==> src/rtl/handshake_receiver.sv <==
// handshake_receiver
//   Receive-side endpoint of a 4-phase req/ack clock-domain-crossing handshake.
//   Everything here runs in the in_clk domain.
//   - in_req is brought into this domain through a SYNC_STAGES-deep flop chain.
//   - in_data is captured on the IDLE->VALID edge. The sender holds it stable
//     while req is high, so it is not synchronized.
//   - The captured word is offered downstream on out_valid/in_ready.
//   - When downstream accepts the word, out_ack is raised back to the sender.
//   - out_count counts accepted words. out_err flags a req that drops before
//     the word has been accepted.
// Ports
//   in_clk, in_reset_n : receive clock; async active-low reset
//   in_req, in_data    : sender request level and data word (asynchronous)
//   out_ack            : acknowledge level to the sender (registered)
//   out_data,out_valid : captured word and its valid flag
//   in_ready           : downstream accepts out_data
//   out_err            : one-cycle pulse when req drops while VALID
//   out_count          : accepted transfers, wrapping counter
module handshake_receiver #(
  parameter int DATA_WIDTH  = 8,
  parameter int SYNC_STAGES = 2,
  parameter int CNT_WIDTH   = 16
) (
  input  logic                  in_clk,
  input  logic                  in_reset_n,
  input  logic                  in_req,
  input  logic [DATA_WIDTH-1:0] in_data,
  output logic                  out_ack,
  output logic [DATA_WIDTH-1:0] out_data,
  output logic                  out_valid,
  input  logic                  in_ready,
  output logic                  out_err,
  output logic [CNT_WIDTH-1:0]  out_count
);

  localparam int IW = $clog2(SYNC_STAGES + 1);

  typedef enum logic [1:0] {INIT, IDLE, VALID, ACK} state_t;

  state_t                  state, state_nxt;
  logic [SYNC_STAGES-1:0]  sync_q;
  logic                    req_s;
  logic [IW-1:0]           init_cnt, init_cnt_nxt;
  logic                    err_seen, err_seen_nxt;
  logic                    ack_nxt, valid_nxt, err_nxt;
  logic [DATA_WIDTH-1:0]   data_nxt;
  logic [CNT_WIDTH-1:0]    count_nxt;

  assign req_s = sync_q[SYNC_STAGES-1];

  always_ff @(posedge in_clk or negedge in_reset_n) begin
    if (!in_reset_n) sync_q <= '0;
    else             sync_q <= {sync_q[SYNC_STAGES-2:0], in_req};
  end

  always_comb begin
    state_nxt    = state;
    init_cnt_nxt = init_cnt;
    err_seen_nxt = err_seen;
    ack_nxt      = out_ack;
    valid_nxt    = out_valid;
    data_nxt     = out_data;
    count_nxt    = out_count;
    err_nxt      = 1'b0;
    case (state)
      // Flush the synchronizer first. Then require req_s to be low, so that a
      // req held high across reset is not taken as a new transfer.
      INIT: begin
        ack_nxt   = 1'b0;
        valid_nxt = 1'b0;
        if (init_cnt != IW'(SYNC_STAGES)) init_cnt_nxt = init_cnt + IW'(1);
        else if (!req_s)                  state_nxt    = IDLE;
      end
      IDLE: begin
        ack_nxt = 1'b0;
        if (req_s) begin
          data_nxt     = in_data;
          valid_nxt    = 1'b1;
          err_seen_nxt = 1'b0;
          state_nxt    = VALID;
        end
      end
      VALID: begin
        // Flag the early req drop only once, even if backpressure keeps the
        // FSM in VALID for many cycles.
        if (!req_s && !err_seen) begin
          err_nxt      = 1'b1;
          err_seen_nxt = 1'b1;
        end
        if (in_ready) begin
          valid_nxt = 1'b0;
          ack_nxt   = 1'b1;
          count_nxt = out_count + CNT_WIDTH'(1);
          state_nxt = ACK;
        end
      end
      ACK: begin
        if (!req_s) begin
          ack_nxt   = 1'b0;
          state_nxt = IDLE;
        end
      end
      default: state_nxt = INIT;
    endcase
  end

  always_ff @(posedge in_clk or negedge in_reset_n) begin
    if (!in_reset_n) begin
      state     <= INIT;
      init_cnt  <= '0;
      err_seen  <= 1'b0;
      out_ack   <= 1'b0;
      out_valid <= 1'b0;
      out_data  <= '0;
      out_count <= '0;
      out_err   <= 1'b0;
    end else begin
      state     <= state_nxt;
      init_cnt  <= init_cnt_nxt;
      err_seen  <= err_seen_nxt;
      out_ack   <= ack_nxt;
      out_valid <= valid_nxt;
      out_data  <= data_nxt;
      out_count <= count_nxt;
      out_err   <= err_nxt;
    end
  end

endmodule

==> config.mk <==
export PLATFORM = sky130hd
export DESIGN_NAME = handshake_receiver
export DESIGN_NICKNAME = d
export VERILOG_FILES = /design/src/rtl/handshake_receiver.sv
export SDC_FILE = /design/constraint.sdc
export NUM_CORES = 1
export LEC_CHECK = 0
export CORE_MARGIN = 2
export CORE_UTILIZATION = 43
export DETAILED_ROUTE_END_ITERATION = 8
export GPL_ROUTABILITY_DRIVEN = 0
export MAX_ROUTING_LAYER = met4
export PLACE_DENSITY = 0.86
export SYNTH_ARGS = -nofsm -noshare
export SYNTH_HDL_FRONTEND = slang
export SYNTH_SLANG_ARGS = --single-unit
==> constraint.sdc <==
create_clock -name in_clk -period 1.9 [get_ports in_clk]
set_clock_uncertainty 0.2 [all_clocks]
set_input_delay 0.475 -clock in_clk [delete_from_list [all_inputs] [get_ports in_clk]]
set_output_delay 0.475 -clock in_clk [all_outputs]
set_load 0.005 [all_outputs]
; ---- Yosys cells after proc, flatten, opt, wreduce, memory -nomap -nowiden
; Index checks and enable logic that the tools add are counted.
; Widths: inputs -> output; s select.
[totals]
register_bits = 34
inputBits = 12
elab_cells = 50
output_inout_bits = 27
[classes]
muxes = 16
eq_ne = 9
addsub = 2
reduce_logical = 14
[ops]
columns = op, n
row1 = $add 16x1->16 const B, 1
row2 = $ne 2x2->1 const B, 6
row3 = $reduce_and 3->1, 3
row4 = $mux 1, 8
row5 = $mux 2, 4
row6 = $pmux 2 s4, 1
row7 = $reduce_and 2->1, 4
row8 = $pmux 1 s3, 2
row9 = $eq 2x2->1 const B, 2
row10 = $reduce_bool 3->1, 1
row11 = $add 2x1->2 const B, 1
row12 = $eq 2x1->1 const B, 1
row13 = $logic_not 1->1, 2
row14 = $logic_not 2->1, 1
row15 = $pmux 1 s2, 1
row16 = $reduce_bool 2->1, 1
row17 = $reduce_or 2->1, 1
row18 = $logic_and 1x1->1, 1

; ---- Depth between registers and ports, before layout
[logic_depth]
ltp_word = 4
ltp_mapped = 6
mapped_depth_nobuf = 6

; ---- Worst setup path after synthesis
; OpenSTA, ideal clock, no wires.
[synth_timing]
path_kind = reg-to-reg
startpoint = register state[0]
endpoint = register state[1]
path_slack_ps = 76
required_time_ps = 1575
path_buffers = 0
setup_time_ps = 125
synth_period_minus_slack_ps = 1824
t_arrival_ps = 1499
path_stages_with_launch = 7
cell_sequence = dfrtp_1 -> inv_1 -> ha_1 -> inv_1 -> o22ai_1 -> nor3b_2 -> mux2_4
[synth_between]
elab_chain_len = 3
elab_cells_between_ends = 9
classes_between = 6 x eq/ne / 1 x mux / 2 x reduce/logical
[synth_lines]
columns = item, line_no
row1 = "start, declared", 40  ; state_t state, state_nxt;
row2 = "start signal, assigned", 118  ; state <= state_nxt;
row3 = "$eq 2x2->1, or another cell as far along", 65  ; case (state)
row4 = $ne 2x2->1 (no line), --
row5 = $reduce_and 3->1 (no line), --
; Parallel ways exist; a longest one is shown, timed or not.
; A chain may end at the register's enable or synchronous reset.

; ---- Worst setup path in the final report
[layout_timing]
startpoint = register out_count[11]
endpoint = output out_count[11]
[layout_lines]
columns = item, line_no
row1 = "start, declared", 33  ; output logic [CNT_WIDTH-1:0] out_count
row2 = "start signal, assigned", 124  ; out_count <= count_nxt;
; No word-level cell between the ends.

==> out/metrics.sh <==
MAXIMUM_NUMBER_OF_PINS_ON_ONE_NET_BEFORE_GLOBAL_ROUTE_REPAIR=35
FINAL-HOLD-VIOLATION-COUNT=0
YS_SEQ_AREA_SHARE_PCT=57.7
INITIAL_UTILIZATION_PCT=44.5
CLKTRANSATPATHREGS_NS=0.10
HTREE_NUM_LEVELS=2
SHARE_OF_TOTAL_POWER_IN_THE_CLOCK_NETWORK_PCT=18.7
DETAIL_ROUTE.WL_PER_CELL_UM=13.9
FP.DIEH_UM=62.5
CAP_VIOL_MAX_COUNT=0
PATH_CLASS='reg2out'
VIA_PER_INST=4.85
MIN-DELAY-START='sync_q[0]'
CTS_MAX_PATH_BUFFERS=2
FMAXACHIEVABLE_MHz=535
CRIT_REQUIRED_NS=1.22
POWER_SWITCHING_W=0.000839
TIMING.SLEW.HEADROOM_PCT=76.8
SYN-NUM-NETS=136
WORST-R2R-CELL-COUNT=6
KIND_OF_CELL_ADDING_THE_MOST_DELAY_TO_THE_CRITICAL_PATH='buffers and inverters'
FINAL_CELL_MIX='dfrtp_1 (33), buf_4 (25), dlymetal6s2s_1 (22)'
R2R_START='state[0]'
VIA_COUNT=1134
CRIT_PATH_START_KIND='flip-flop'
GRT_PASS1_VIAS=1202
LAYOUT.CORE_UTILIZATION_PCT=68.6
IRDROPWORSTVDD_uV=621
DIEAREA_UM2=3910
DRTANTENNAVIOLNETS=0
CP_CELL_INSTANCES='clkdlybuf4s50_1'
NUMBER_OF_SETUP_VIOLATIONS_IN_THE_FINAL_REPORT=0
R2R_SETUP_SLACK_NS=0.06
CLOCK_TREE.ROOT_CELL='clkbuf_4'
WORST-PATH-MAX-FANOUT=2
TIMING_WORST_SLEW_PIN_VALUE_NS=0.347
POST_SYNTH_NUM_CELL_TYPES=24
POSTSYNTH.ASYNCRESETSHARE_PCT=100
SYNTHESIS.AREA_UM2=1470
LAYOUT-DRIVE-GT1-SHARE_PCT=27.1
RESULT_OF_THE_RUN='finished, final reports clean'
PLACEDINSTANCEAREA_UM2=1950
HOLDPATHEND='sync_q[1]'
P_INT_W=0.00192
CPMAXSTAGEDELAYCELL='clkdlybuf4s50_1'
DRCVIOLATIONCOUNT=0
CRITPATHCAPTURETYPE='primary output'
COMMONEST_NON_FILL_NON_TAP_CELL_IN_THE_LAYOUT='dfrtp_1'
CLK_LATENCY_NS=0.33
SYNTH-SEQ-CELLS=34
PWR-SHARE-COMB_PCT=42.2
HOLD_REMOVAL_PATH_CLASS='reg2reg'
SEQ_POWER_SHARE_PCT=39.1
SYN-MEAN-INSTANCE-AREA_UM2=12.7
GR-USAGE-ALL-LAYERS_PCT=18.1
FIRST_PASS_GRT_WIRE_LENGTH_UM=5320
MIN_PERIOD_OVER_PERIOD_PCT=98.4
SYNTHFLOPTYPE='dfrtp_1'
WIRELENGTH_UM=3260
POWER.SHARE.SWITCHING_PCT=30.4
CLOCK_TREE_FROM_TRITONCTS='done'
DIE_WIDTH_UM=62.5
INITIALDRTVIOLATIONCOUNT=72
CRITICAL_PATH_ARRIVAL_NS=1.19
NUMBER_OF_DIODES=0
TOTAL_CLOCK_BUFFERS_CREATED_BY_CTS=5
WORSTPATHBUFFERINVERTERCOUNT=1
LAYOUT-AREA-OVERHEAD-VS-SYNTH_PCT=54.0
BUFFER_PORTS.INSERTED=38
LAYOUT.CELL_AREA.NON_FILLER_UM2=2270
YS.WARNINGS.COUNT=0
MAX_STAGE_DELAY_NS=0.50
DP_HPWL_UM=2160
DETAIL_ROUTE.FIRST_PASS.ITERATIONS=4
MIN_DELAY_PATH_DEPTH=0
SYNTH-EDFF-COUNT=0
GRT_ANTENNA_BEFORE_REPAIR=0
POST-ROUTE-MIN-PERIOD_NS=1.87
DESIGN.CORE.AREA_UM2=3310
REGTOREGENDPOINT='state[1]'
CELLPOWERDENSITY_nW_PER_UM2=1220
NUMBER_OF_SINKS_HANDLED_BY_CLOCK_TREE_SYNTHESIS=34
LEAKAGEPOWER_nW=1.29
ROWS=21
SLEW_VIOLS_FINAL=0
GLOBALROUTE.TOTALOVERFLOW=0
WORST_SETUP_PATH_STARTPOINT='out_count[11]'
CTSHOLDBUFFERS=0
IO_PINS=39
POST_SYNTH_INST_COUNT=116
FINAL_NET_COUNT=207
-- cells in the mapped netlist, types with 2 or more instances --
| cell type | number | area [µm²] |
|---|---|---|
| nand3_1 | 9 | 45.0 |
| dfrtp_1 | 34 | 851 |
| mux2_2 | 10 | 113 |
| o21ai_0 | 3 | 15.0 |
| nor2_1 | 5 | 18.8 |
| nand2_1 | 7 | 26.3 |
| nand4_1 | 2 | 12.5 |
| xnor2_1 | 15 | 131 |
| inv_1 | 7 | 26.3 |
| ha_1 | 8 | 100 |
| a21oi_1 | 3 | 15.0 |
-- state kept, by name, indices dropped and copies added, names as in the netlist --
register / cells
out_err: 1
out_ack: 1
out_valid: 1
state: 2
err_seen: 1
init_cnt: 2
out_data: 8
sync_q: 2
out_count: 16
-- cell families after synthesis --
| logic type | count (synthesis) | synth area share (%) |
|---|---|---|
| buf+inv | 7 | 1.78 |
| simple gates | 32 | 12.4 |
| mux | 12 | 9.34 |
| compound gates | 7 | 2.46 |
| fa+ha+maj | 8 | 6.79 |
| xor+xnor | 16 | 9.51 |
| flops | 34 | 57.7 |
-- through the flow --
| step | std cells | total power (W) | setup WS (ns) | hold slack [ns] | TNS, ns |
|---|---|---|---|---|---|
| 6_report | 234 | 0.00276 | 0.0311 | 0.164 | 0 |
| 5_1_grt | 234 | 0.00293 | -0.0216 | 0.173 | -0.0216 |
| 4_1_cts | 229 | 0.00275 | 0.00625 | 0.166 | 0 |
| 3_5_place_dp | 204 | 0.00215 | -0.199 | 0.143 | -1.43 |
| 3_3_place_gp | 204 | 0.00207 | -0.147 | 0.134 | -1.09 |
| 2_1_floorplan | 116 | 0.00160 | 0.0758 | -0.0206 | 0 |
-- power by group through the flow --
stage               logic [W]  clock network, W  registers [W]
global placement     0.000970                 0        0.00110
CTS                   0.00115          0.000525        0.00107
global route          0.00128          0.000556        0.00110
floorplan            0.000493                 0        0.00111
finish                0.00117          0.000517        0.00108
detailed placement    0.00103                 0        0.00112
-- layout make-up --
cell class                 instances  area [µm²]
clock inverter                     1        30.0
tap                               46        57.6
inverter                           7        26.3
clock buffer                       7        45.0
timing repair buffer              64         641
fill                             240        1040
sequential                        34         852
multi-input combinational         75         618
-- what timing repair did --
item                                    4_1_cts  5_1_grt
gates resized for setup                       3       27
setup buffers                                17        5
endpoints found under the setup margin       20       28
pin swaps                                     0        1
-- metal layers --
| layer | GRT usage, % | routed length [µm] | vias to the layer above |
|---|---|---|---|
| li1 | - | - | 535 |
| met1 | 18.2 | 1260 | 547 |
| met2 | 32.5 | 1790 | 46 |
| met5 | - | 0 | - |
| met3 | 4.14 | 158 | 6 |
| met4 | 10.0 | 56 | 0 |
-- worst max-delay path by stage --
stage,to,slack (ns),cells after the start
3_5_place_dp,out_count[12],-0.20,5
5_1_grt,out_count[4],-0.02,1
3_3_place_gp,out_count[12],-0.15,5
4_1_cts,out_count[9],0.006,1
2_1_floorplan,state[1],0.08,6
6_report,out_count[11],0.03,1
Power figures use the tool's default switching activity.
